### src/rtl/r2_online_mult_seq.sv
// Radix-2 online (MSDF) serial multiplier: consumes one signed-digit pair per step and
// emits product digits most-significant first, DELTA steps behind the inputs.
module r2_online_mult_seq #(
    parameter int WIDTH = 8,
    parameter int DELTA = 3,
    parameter int GUARD = 2
) (
    input  logic       clk,
    input  logic       rst,
    input  logic       start,
    input  logic       in_valid,
    input  logic [1:0] x_d,
    input  logic [1:0] y_d,
    output logic       in_ready,
    output logic [1:0] p_d,
    output logic       out_valid,
    output logic       out_last,
    output logic       busy,
    output logic       err,
    output logic [1:0] dbg_state_o
);

    localparam int FRAC = WIDTH + DELTA + GUARD;
    localparam int RW   = FRAC + 2;
    localparam int OW   = WIDTH + 1;
    localparam int SW   = $clog2(WIDTH + DELTA + 1);

    localparam logic [1:0] S_IDLE  = 2'd0;
    localparam logic [1:0] S_RUN   = 2'd1;
    localparam logic [1:0] S_FLUSH = 2'd2;

    localparam logic [SW-1:0] S_WIDTH = SW'(WIDTH);
    localparam logic [SW-1:0] S_DELTA = SW'(DELTA);
    localparam logic [SW-1:0] S_LAST  = SW'(WIDTH + DELTA);

    localparam logic signed [RW-1:0] ONE   = RW'(1) << FRAC;
    localparam logic signed [RW-1:0] NONE  = -ONE;
    localparam logic signed [RW-1:0] HALF  = RW'(1) << (FRAC - 1);
    localparam logic signed [RW-1:0] NHALF = -HALF;
    localparam logic [OW-1:0]        MINUS_ONE = {1'b1, {WIDTH{1'b0}}};

    logic [1:0]           state_q, state_d;
    logic [SW-1:0]        s_q, s_d;
    logic signed [RW-1:0] w_q, w_d;
    // xq/yq hold the converted operand, xm/ym the same value minus one ulp of the current step.
    logic [OW-1:0]        xq_q, xq_d, xm_q, xm_d;
    logic [OW-1:0]        yq_q, yq_d, ym_q, ym_d;
    logic [1:0]           pdig_q, pdig_d;
    logic                 vld_q, vld_d;
    logic                 last_q, last_d;
    logic                 err_q, err_d;

    logic                 take, step, illegal;
    logic [1:0]           xdig, ydig;
    logic                 x_pos, x_neg, y_pos, y_neg;
    logic [SW-1:0]        s_nxt;
    logic [OW-1:0]        mask;
    logic [OW-1:0]        xq_nx, xm_nx, yq_nx, ym_nx;
    logic signed [RW-1:0] xe, ye, tx, ty, v, w_sel;
    logic [1:0]           p_sel;

    // Datapath for one step: digit decode, on-the-fly conversion, residual and selection.
    always_comb begin
        take    = (state_q == S_RUN) && in_valid;
        step    = take || ((state_q == S_FLUSH) && (s_q != S_LAST));
        illegal = take && ((x_d == 2'b10) || (y_d == 2'b10));
        xdig    = take ? x_d : 2'b00;
        ydig    = take ? y_d : 2'b00;
        x_pos   = (xdig == 2'b01);
        x_neg   = (xdig == 2'b11);
        y_pos   = (ydig == 2'b01);
        y_neg   = (ydig == 2'b11);
        s_nxt   = s_q + SW'(1);
        mask    = OW'(1) << (S_WIDTH - s_nxt);

        xq_nx = xq_q;
        xm_nx = xm_q;
        if (x_pos) begin
            xq_nx = xq_q | mask;
            xm_nx = xq_q;
        end else if (x_neg) begin
            xq_nx = xm_q | mask;
            xm_nx = xm_q;
        end else if (take) begin
            xm_nx = xm_q | mask;
        end

        yq_nx = yq_q;
        ym_nx = ym_q;
        if (y_pos) begin
            yq_nx = yq_q | mask;
            ym_nx = yq_q;
        end else if (y_neg) begin
            yq_nx = ym_q | mask;
            ym_nx = ym_q;
        end else if (take) begin
            ym_nx = ym_q | mask;
        end

        // X_{s-1}*y_s + Y_s*x_s, scaled by 2^-DELTA into the residual's fraction grid.
        xe = $signed({{(RW - OW){xq_q[OW-1]}}, xq_q}) <<< GUARD;
        ye = $signed({{(RW - OW){yq_nx[OW-1]}}, yq_nx}) <<< GUARD;
        tx = y_pos ? xe : (y_neg ? -xe : '0);
        ty = x_pos ? ye : (x_neg ? -ye : '0);
        v  = (w_q <<< 1) + tx + ty;

        p_sel = 2'b00;
        w_sel = v;
        if (s_nxt > S_DELTA) begin
            if (v >= HALF) begin
                p_sel = 2'b01;
                w_sel = v - ONE;
            end else if (v < NHALF) begin
                p_sel = 2'b11;
                w_sel = v + ONE;
            end
        end
    end

    always_comb begin
        state_d = state_q;
        s_d     = s_q;
        w_d     = w_q;
        xq_d    = xq_q;
        xm_d    = xm_q;
        yq_d    = yq_q;
        ym_d    = ym_q;
        pdig_d  = 2'b00;
        vld_d   = 1'b0;
        last_d  = 1'b0;
        err_d   = err_q;

        case (state_q)
            S_IDLE: begin
                if (start) begin
                    state_d = S_RUN;
                    s_d     = '0;
                    w_d     = '0;
                    xq_d    = '0;
                    xm_d    = MINUS_ONE;
                    yq_d    = '0;
                    ym_d    = MINUS_ONE;
                    err_d   = 1'b0;
                end
            end
            S_RUN, S_FLUSH: begin
                if (step) begin
                    s_d  = s_nxt;
                    w_d  = w_sel;
                    xq_d = xq_nx;
                    xm_d = xm_nx;
                    yq_d = yq_nx;
                    ym_d = ym_nx;
                    if (s_nxt > S_DELTA) begin
                        pdig_d = p_sel;
                        vld_d  = 1'b1;
                        last_d = (s_nxt == S_LAST);
                    end
                end
                if (illegal) begin
                    err_d = 1'b1;
                end
                if ((state_q == S_RUN) && take && (s_nxt == S_WIDTH)) begin
                    state_d = S_FLUSH;
                end
                // All steps done: this cycle shows the last digit, then back to idle.
                if ((state_q == S_FLUSH) && (s_q == S_LAST)) begin
                    state_d = S_IDLE;
                end
            end
            default: state_d = S_IDLE;
        endcase
    end

    always_ff @(posedge clk) begin
        if (rst) begin
            state_q <= S_IDLE;
            s_q     <= '0;
            w_q     <= '0;
            xq_q    <= '0;
            xm_q    <= '0;
            yq_q    <= '0;
            ym_q    <= '0;
            pdig_q  <= 2'b00;
            vld_q   <= 1'b0;
            last_q  <= 1'b0;
            err_q   <= 1'b0;
        end else begin
            state_q <= state_d;
            s_q     <= s_d;
            w_q     <= w_d;
            xq_q    <= xq_d;
            xm_q    <= xm_d;
            yq_q    <= yq_d;
            ym_q    <= ym_d;
            pdig_q  <= pdig_d;
            vld_q   <= vld_d;
            last_q  <= last_d;
            err_q   <= err_d;
        end
    end

    always @(posedge clk) begin
        if (!rst) begin
            assert ((w_q > NONE) && (w_q < ONE));
        end
    end

    assign in_ready    = (state_q == S_RUN);
    assign busy        = (state_q == S_RUN) || (state_q == S_FLUSH);
    assign p_d         = pdig_q;
    assign out_valid   = vld_q;
    assign out_last    = last_q;
    assign err         = err_q;
    assign dbg_state_o = state_q;

endmodule

### config.mk
export PLATFORM = sky130hd
export DESIGN_NAME = r2_online_mult_seq
export DESIGN_NICKNAME = d
export VERILOG_FILES = /design/src/rtl/r2_online_mult_seq.sv
export SDC_FILE = /design/constraint.sdc
export NUM_CORES = 1
export LEC_CHECK = 0
export CAP_MARGIN = 40
export CORE_ASPECT_RATIO = 0.9
export CORE_MARGIN = 2
export CORE_UTILIZATION = 45
export CTS_CLUSTER_DIAMETER = 50
export DETAILED_ROUTE_END_ITERATION = 7
export PLACE_DENSITY = 0.73
export SYNTH_ARGS = -nofsm -noshare
export SYNTH_HDL_FRONTEND = slang
export SYNTH_SLANG_ARGS = --single-unit
### constraint.sdc
create_clock -name clk -period 5.18 [get_ports clk]
set_input_delay 0.777 -clock clk [delete_from_list [all_inputs] [get_ports clk]]
set_output_delay 0.777 -clock clk [all_outputs]
set_load 0.03 [all_outputs]
==> run_results.csv, run 1 <==
group,metric,value,unit
synthesis,yosys_warnings,0,
sta,period_share,95.5,%
synthesis,async_reset_ff_share,0,%
sta,setup_viol,0,
pwr,clkPwrFrac,25.6,%
global_routing,grt_use_met2,37.6,%
synthesis,syn-instance-count,582,
detailed_routing,vias,4391,
cts,insertion_delay,0.37,ns
cells_and_area,n_fill_cell,879,
die,initial_core_util,46.0,%
cts,cts_tree,"yes",
cts,cts_max_path_buffers,2,
pwr,p_leak,2.23,nW
synthesis,synth_top_flop_cell,"dfxtp_1",
die,dieArea,10600,sq um
cells_and_area,area_growth,21.8,%
sta,slew_viol_final,0,
critical_path,worstPathArrival,5.20,ns
cts,cts.clk_slew.worst_paths,0.07,ns
synthesis,ys_seq_elements,59,
critical_path,worstSetupEndpointType,"register",
detailed_routing,viasPerCell,5.67,
cts,cts-root-buf,"clkbuf_8",
synthesis,synth_edf_count,0,
cts,cts_hold_buf,0,
synthesis,synthTopCellsByArea,"dfxtp_1 (27%), nor2_1 (7.8%), ha_1 (6.3%), nand2_1 (5.9%), fa_1 (5.5%)",
pwr,power_frac_comb,43.6,%
global_routing,grt.total_usage,24.5,%
place,placed_cell_area,5040,sq um
cells_and_area,seq_area,1180,sq um
detailed_routing,avgRoutedWirePerCell,16.1,microns
cts,cts_buffers,9,
worst_hold_path,hold_class,"register to register",
detailed_routing,dr.pass1.iters,5,
sta,tightest_slew,0.754,ns
pwr,powerDensity,292,nW/um^2
global_routing,antenna_found_initial,0,
global_routing,grt_first_pass_wirelength,20.3,mm
cts,h-tree-depth,3,
pwr,seq_power_share,30.8,%
sta,max_freq,0.202,GHz
synthesis,syn_nets,624,
cells_and_area,final_nets,685,
place,portBuffers,16,
global_routing,grt_use_met1,33.1,%
sta,min_period,4.95,ns
cts,cts.sinks,59,
synthesis,synth_common_cells,"nor2_1 (91), nand2_1 (69), dfxtp_1 (59), a21oi_1 (45), inv_1 (43)",
sta,rsz0062_at_grt,"false",
critical_path,crit_fanout,6,
die,die_y,97.8,microns
place,dp_hpwl,9.10,mm
sta,max-slew-margin-rel,49.1,%
cells_and_area,drive_above_1_share,17.1,%
detailed_routing,first_iter_violations,451,
global_routing,grt_pass1_vias,4060,
die,rows,34,
synthesis,yosysMostFrequentCell,"nor2_1",
critical_path,worst_setup_path_start_kind,"primary input",
synthesis,syn-cell-area,4400,sq um
pwr,p_switching,0.685,mW
run,drv_cap,0,
cells_and_area,design_area,5360,sq um
die,coreArea,9570,sq um
sta,hold_violations,0,
detailed_routing,wirelength,12.4,mm
outcome,status,"complete, no violations",
pwr,p_int,0.879,mW
pwr,sw_frac_of_total,43.8,%
synthesis,synthDistinctLibCells,61,
cells_and_area,antenna_cells,0,
critical_path,crit_required,5.43,ns
critical_path,crit_type,"primary input to register",
sta,whs,0.494,ns
global_routing,met3_usage,5.07,%
global_routing,grt-busiest-layer,"met2",
synthesis,synth_area_per_cell,7.56,sq um
cells_and_area,fin_util,56.0,%
synthesis,synth_top_area_share,26.8,%
die,die_w,108,microns
global_routing,grt_max_degree,45,
synthesis,yosysSeqAreaShare,26.8,%
detailed_routing,drc,0,
pwr,ir_drop,203,uV
die,io_pins,17,
cells_and_area,multiInputGateArea,3040,sq um
place,gp_congestion,0.978,
detailed_routing,final_antenna_net_count,0,
global_routing,grt_overflow,0,
sta,clock-skew-final,0.0120,ns
synthesis,synth_top_area_cell,"dfxtp_1",
[cell usage in the layout (no fill, tap or decap), types with 3 or more instances in the layout]
master | netlist | layout
nor3b_1 | 4 | 4
a21oi_1 | 45 | 43
xor2_1 | 12 | 12
nand2b_1 | 3 | 3
or4_1 | 3 | 3
nand3_1 | 12 | 12
inv_1 | 43 | 43
and3_1 | 5 | 5
a22oi_1 | 32 | 32
dfxtp_1 | 59 | 59
o21ai_1 | 8 | 7
o31ai_1 | 4 | 4
a31oi_1 | 5 | 4
and3b_1 | 4 | 4
o21ai_0 | 24 | 23
xnor2_1 | 18 | 18
nor2_1 | 91 | 91
mux2i_1 | 6 | 4
clkinvlp_4 | 0 | 4
a21o_1 | 5 | 5
fa_1 | 12 | 11
nand2_1 | 69 | 69
buf_4 | 0 | 61
and2_1 | 3 | 3
nor2b_1 | 7 | 6
a21oi_4 | 0 | 3
o22ai_2 | 0 | 3
clkbuf_8 | 0 | 10
a21oi_2 | 4 | 3
nor3_1 | 8 | 8
ha_1 | 22 | 20
clkdlybuf4s50_1 | 0 | 15
[state kept, by name (all words and copies together), names as in the netlist]
name / count
w_q: 12
yq_q: 9
dbg_state_o: 2
s_q: 4
p_d: 2
err: 1
out_last: 1
xm_q: 9
xq_q: 9
out_valid: 1
ym_q: 9
[layout make-up]
class | count | share of cell area, %
Multi-Input combinational cell | 450 | 56.7
Clock buffer | 11 | 2.64
Tap cell | 126 | 2.94
Clock inverter | 5 | 0.724
Timing Repair Buffer | 78 | 11.8
Sequential cell | 59 | 22.0
Inverter | 45 | 3.15
[metrics by stage]
step | std cells | worst slack, ns | TNS (ns) | power (mW)
after floorplan | 582 | 0.171 | 0 | 0.902
after global placement | 752 | -0.0209 | -0.0209 | 1.12
after detailed placement | 754 | -0.212 | -0.485 | 1.14
after CTS | 770 | 0.0243 | 0 | 1.54
after global routing | 774 | 0.00767 | 0 | 1.63
final | 774 | 0.234 | 0 | 1.56
[cell families (layout without fill, tap and decap cells)]
logic type / after synthesis / count (layout) / synth area share (%)
AO/OA/AOI/OAI: 154 / 154 / 22.8
XOR/XNOR: 30 / 30 / 5.97
adder cells (fa/ha/maj): 35 / 35 / 12.0
buffers and inverters: 73 / 139 / 6.54
flip-flops: 59 / 59 / 26.8
multiplexers: 10 / 10 / 2.56
AND/OR/NAND/NOR: 221 / 221 / 23.3
[worst paths after layout]
kind | cells after the start | slack, ns | start | end
worst max-delay path | 20 | 0.23 | y_d[0] | p_d[0]$_SDFF_PP0_
worst min-delay path | 2 | 0.49 | w_q[4]$_SDFFE_PP0P_ | w_q[4]$_SDFFE_PP0P_
worst max register to register | 21 | 0.25 | s_q[0]$_SDFFE_PP0P_ | p_d[0]$_SDFF_PP0_
worst min register to register | 2 | 0.49 | w_q[4]$_SDFFE_PP0P_ | w_q[4]$_SDFFE_PP0P_
[power groups by stage]
stage	Combinational [mW]	Clock, mW	Sequential [mW]
finish	0.682	0.400	0.482
floorplan	0.396	0	0.506
CTS	0.649	0.406	0.482
detailed placement	0.648	0	0.492
global placement	0.633	0	0.491
global route	0.720	0.424	0.484
[critical path, cell delays in order]
cell and delay [ns]:
clkdlybuf4s50_1 0.50, nand4_1 0.11, buf_4 0.15, buf_4 0.16
nor2_1 0.05, o21ai_0 0.19, o21ai_0 0.21, and4_1 0.26
a2111o_1 0.50, fa_1 0.52, inv_1 0.04, ha_1 0.33
a21o_1 0.17, a21oi_1 0.14, o31ai_1 0.08, a21oi_1 0.16
xnor2_1 0.17, xnor2_1 0.13, or3_1 0.34, and3_1 0.18
[metal layers]
layer	share of wire, %	wire (microns)	up-vias
li1	-	-	2127
met1	44	5480	2045
met2	45	5630	183
met3	7.7	961	36
met4	3.0	377	0
met5	0	0	-
[repair_timing]
| action | in CTS | in global routing |
|---|---|---|
| endpoints found under the setup margin | 1 | 4 |
| setup buffers | 0 | 4 |
| resized for setup | 1 | 18 |
| pin swaps | 0 | 10 |
Power figures use the tool's default switching activity.
==> inputs of run 2 (changes only) <==
--- a/config.mk
+++ b/config.mk
@@ -9,9 +9,9 @@
 export CORE_ASPECT_RATIO = 0.9
 export CORE_MARGIN = 2
 export CORE_UTILIZATION = 45
-export CTS_CLUSTER_DIAMETER = 50
 export DETAILED_ROUTE_END_ITERATION = 7
 export PLACE_DENSITY = 0.73
+export SLEW_MARGIN = 0
 export SYNTH_ARGS = -nofsm -noshare
 export SYNTH_HDL_FRONTEND = slang
 export SYNTH_SLANG_ARGS = --single-unit
==> results of run 2 <==
Final layout, timing and power as in run 1 (identical DEF).
==> inputs of run 3 (changes only) <==
--- a/config.mk
+++ b/config.mk
@@ -5,6 +5,7 @@
 export SDC_FILE = /design/constraint.sdc
 export NUM_CORES = 1
 export LEC_CHECK = 0
+export ABC_AREA = 1
 export CAP_MARGIN = 40
 export CORE_ASPECT_RATIO = 0.9
 export CORE_MARGIN = 2
==> run 3 against run 2 <==
Flip-flop and latch count did not move. Combinational power rose by 23%. Critical path depth rose by 15. Clock skew fell by 0.0072 ns. Worst hold slack got worse by 0.032 ns. Register-to-register slack improved by 0.17 ns.
==> run_results.csv, run 3 <==
group,metric,value,unit
cts,cts_max_path_buffers,2,
cells_and_area,area_growth,15.4,%
sta,max_freq,0.208,GHz
cells_and_area,instances_no_fill,842,
die,initial_core_util,46.9,%
pwr,sw_frac_of_total,43.2,%
synthesis,syn_nets,726,
cells_and_area,final_nets,754,
pwr,power_frac_comb,43.0,%
place,dp_hpwl,9.40,mm
cells_and_area,antenna_cells,0,
synthesis,synthTopCellsByArea,"dfxtp_1 (26%), nand2_1 (12%), inv_1 (8.9%), a21oi_1 (8.5%), ha_1 (6.0%)",
detailed_routing,viasPerCell,5.44,
pwr,p_int,1.10,mW
pwr,seq_power_share,25.6,%
cts,h-tree-depth,3,
synthesis,yosysMostFrequentCell,"nand2_1",
sta,post-route-worst-setup-slack,0.372,ns
sta,slew_viol_final,0,
critical_path,worst_path_largest_cell_delay,0.49,ns
synthesis,async_reset_ff_share,0,%
synthesis,synth_edf_count,0,
critical_path,cp_slowest_cell,"fa_1",
detailed_routing,final_antenna_net_count,0,
global_routing,grt.total_usage,23.2,%
place,dp_cells,827,
critical_path,cp_common_cell,"nand2_1",
synthesis,yosys.area_share.simple,32.3,%
sta,hold_violations,0,
cells_and_area,final_cell_mix,"nand2_1 (143), inv_1 (108), a21oi_1 (78), nor2_1 (66), dfxtp_1 (57)",
die,dieArea,11000,sq um
cts,cts_tree,"yes",
sta,clock-skew-final,0.00488,ns
detailed_routing,avgRoutedWirePerCell,14.7,microns
cells_and_area,largest_register_ffs,12,
pwr,powerDensity,367,nW/um^2
global_routing,grt_pass1_vias,4365,
global_routing,grt_overflow,0,
sta,whs,0.461,ns
die,die_y,99.8,microns
pwr,clkPwrFrac,31.4,%
cts,cts_buffers,9,
detailed_routing,first_iter_violations,307,
critical_path,crit_fanout,8,
synthesis,ys_seq_elements,59,
synthesis,synth_top_flop_cell,"dfxtp_1",
cells_and_area,multiInputGateArea,2910,sq um
synthesis,synth_top_area_cell,"dfxtp_1",
cells_and_area,drive_above_1_share,13.4,%
place,gp_congestion,0.973,
die,io_pins,17,
critical_path,worstPathArrival,5.01,ns
synthesis,syn-cell-area,4590,sq um
synthesis,synth_area_per_cell,6.71,sq um
critical_path,crit_type,"primary input to register",
critical_path,worst_setup_path_start_kind,"primary input",
die,die_w,110,microns
cells_and_area,seq_area,1190,sq um
synthesis,synth_compound_area_share,17.5,%
sta,setup_viol,0,
synthesis,yosys_warnings,0,
cells_and_area,n_fill_cell,942,
sta,setup_tns,0,ns
place,portBuffers,16,
cts,cts-root-buf,"clkbuf_16",
pwr,ir_drop,429,uV
cells_and_area,layout_commonest_cell,"nand2_1",
synthesis,synth_top_family_by_area,"simple AND/OR/NAND/NOR gates",
cells_and_area,regMostFlops,"w_q",
critical_path,worst-path-buf-inv,6,
sta,max-slew-margin-rel,54.2,%
global_routing,grt_first_pass_wirelength,20.7,mm
critical_path,crit_required,5.38,ns
detailed_routing,wirelength,12.4,mm
detailed_routing,drc,0,
global_routing,grt_max_degree,38,
detailed_routing,vias,4583,
outcome,status,"complete, no violations",
die,rows,34,
die,coreArea,9780,sq um
global_routing,antenna_found_initial,0,
synthesis,synthMuxAreaShare,0,%
pwr,p_leak,2.40,nW
place,post-place-ws,0.0139,ns
cts,cts.sinks,59,
synthesis,syn-instance-count,684,
cts,cts_setup_buffers,0,
synthesis,synth_top_area_share,25.7,%
pwr,p_switching,0.839,mW
sta,min_period,4.81,ns
sta,tightest_slew,0.682,ns
worst_hold_path,hold_class,"register to register",
synthesis,synthXorXnorAreaFrac,1.72,%
synthesis,yosysSeqAreaShare,25.7,%
sta,period_share,92.8,%
cts,cts.clk_slew.worst_paths,0.05,ns
detailed_routing,dr.pass1.iters,5,
run,drv_cap,0,
synthesis,synthDistinctLibCells,44,
critical_path,crit_family,"simple AND/OR/NAND/NOR gates",
critical_path,worstSetupEndpointType,"register",
synthesis,synth_common_cells,"nand2_1 (143), inv_1 (109), a21oi_1 (78), nor2_1 (70), dfxtp_1 (59)",
synthesis,synthAdderAreaFrac,11.2,%
cts,insertion_delay,0.33,ns
run 3: cell count changes after synthesis, sizes merged, moves of 30 or more:
cell / previous run / this run
nand2: 69 / 172
inv: 44 / 116
nand3: 12 / 48
a21oi: 49 / 79
a22oi: 32 / 2
run 3: area by class of cell:
class	instances	area share [%]
Clock inverter	4	0.945
Inverter	119	8.48
Multi-Input combinational cell	491	55.0
Timing Repair Buffer	32	5.43
Sequential cell	59	22.4
Tap cell	126	2.98
Clock buffer	11	4.77
run 3: what timing repair did:
item,CTS,global route
setup endpoints to repair,0,3
hold buffers,0,0
gates resized for setup,0,12
run 3: tightest hold or removal path, stage by stage (launching register included):
cell	delay [ns]
dfxtp_1	0.30
nand2_1	0.06
a21oi_1	0.05
run 3: power groups by stage:
| stage | combinational [mW] | clock, mW | sequential (mW) |
|---|---|---|---|
| after floorplan | 0.537 | 0 | 0.518 |
| after global placement | 0.798 | 0 | 0.504 |
| after detailed placement | 0.810 | 0 | 0.505 |
| after CTS | 0.814 | 0.618 | 0.496 |
| after global routing | 0.904 | 0.640 | 0.499 |
| final | 0.836 | 0.609 | 0.497 |
run 3: stage by stage:
| stage | utilization [%] | area (sq um) | power, mW |
|---|---|---|---|
| final | 54.1 | 5300 | 1.94 |
| after global routing | 54.1 | 5300 | 2.04 |
| after CTS | 53.8 | 5260 | 1.93 |
| after detailed placement | 50.7 | 4960 | 1.32 |
| after global placement | 50.5 | 4940 | 1.30 |
| after floorplan | - | 4590 | 1.05 |
run 3: worst paths after layout:
kind,slack [ns],startpoint,endpoint,cells past startpoint
hold / removal,0.46,ym_q[3]$_SDFFE_PP0P_,ym_q[3]$_SDFFE_PP0P_,2
setup / recovery,0.37,in_valid,w_q[13]$_SDFFE_PP0P_,35
hold reg to reg,0.46,ym_q[3]$_SDFFE_PP0P_,ym_q[3]$_SDFFE_PP0P_,2
setup reg to reg,0.42,s_q[0]$_SDFFE_PP0P_,w_q[13]$_SDFFE_PP0P_,35
run 3: cells by family after synthesis:
family | after synthesis
DFF | 59
buffers and inverters | 134
adders and majority gates | 34
and+or+nand+nor | 307
AOI/OAI and AO/OA | 141
xor gates and xnor gates | 9
run 3: per-layer routing:
layer,vias up,GRT usage (%),share of wire [%],wire length [microns]
li1,2252,-,-,-
met1,2147,30.4,46,5740
met2,163,37.7,45,5620
met3,21,5.31,7.0,874
met4,0,8.56,1.5,189
met5,-,0,0,0
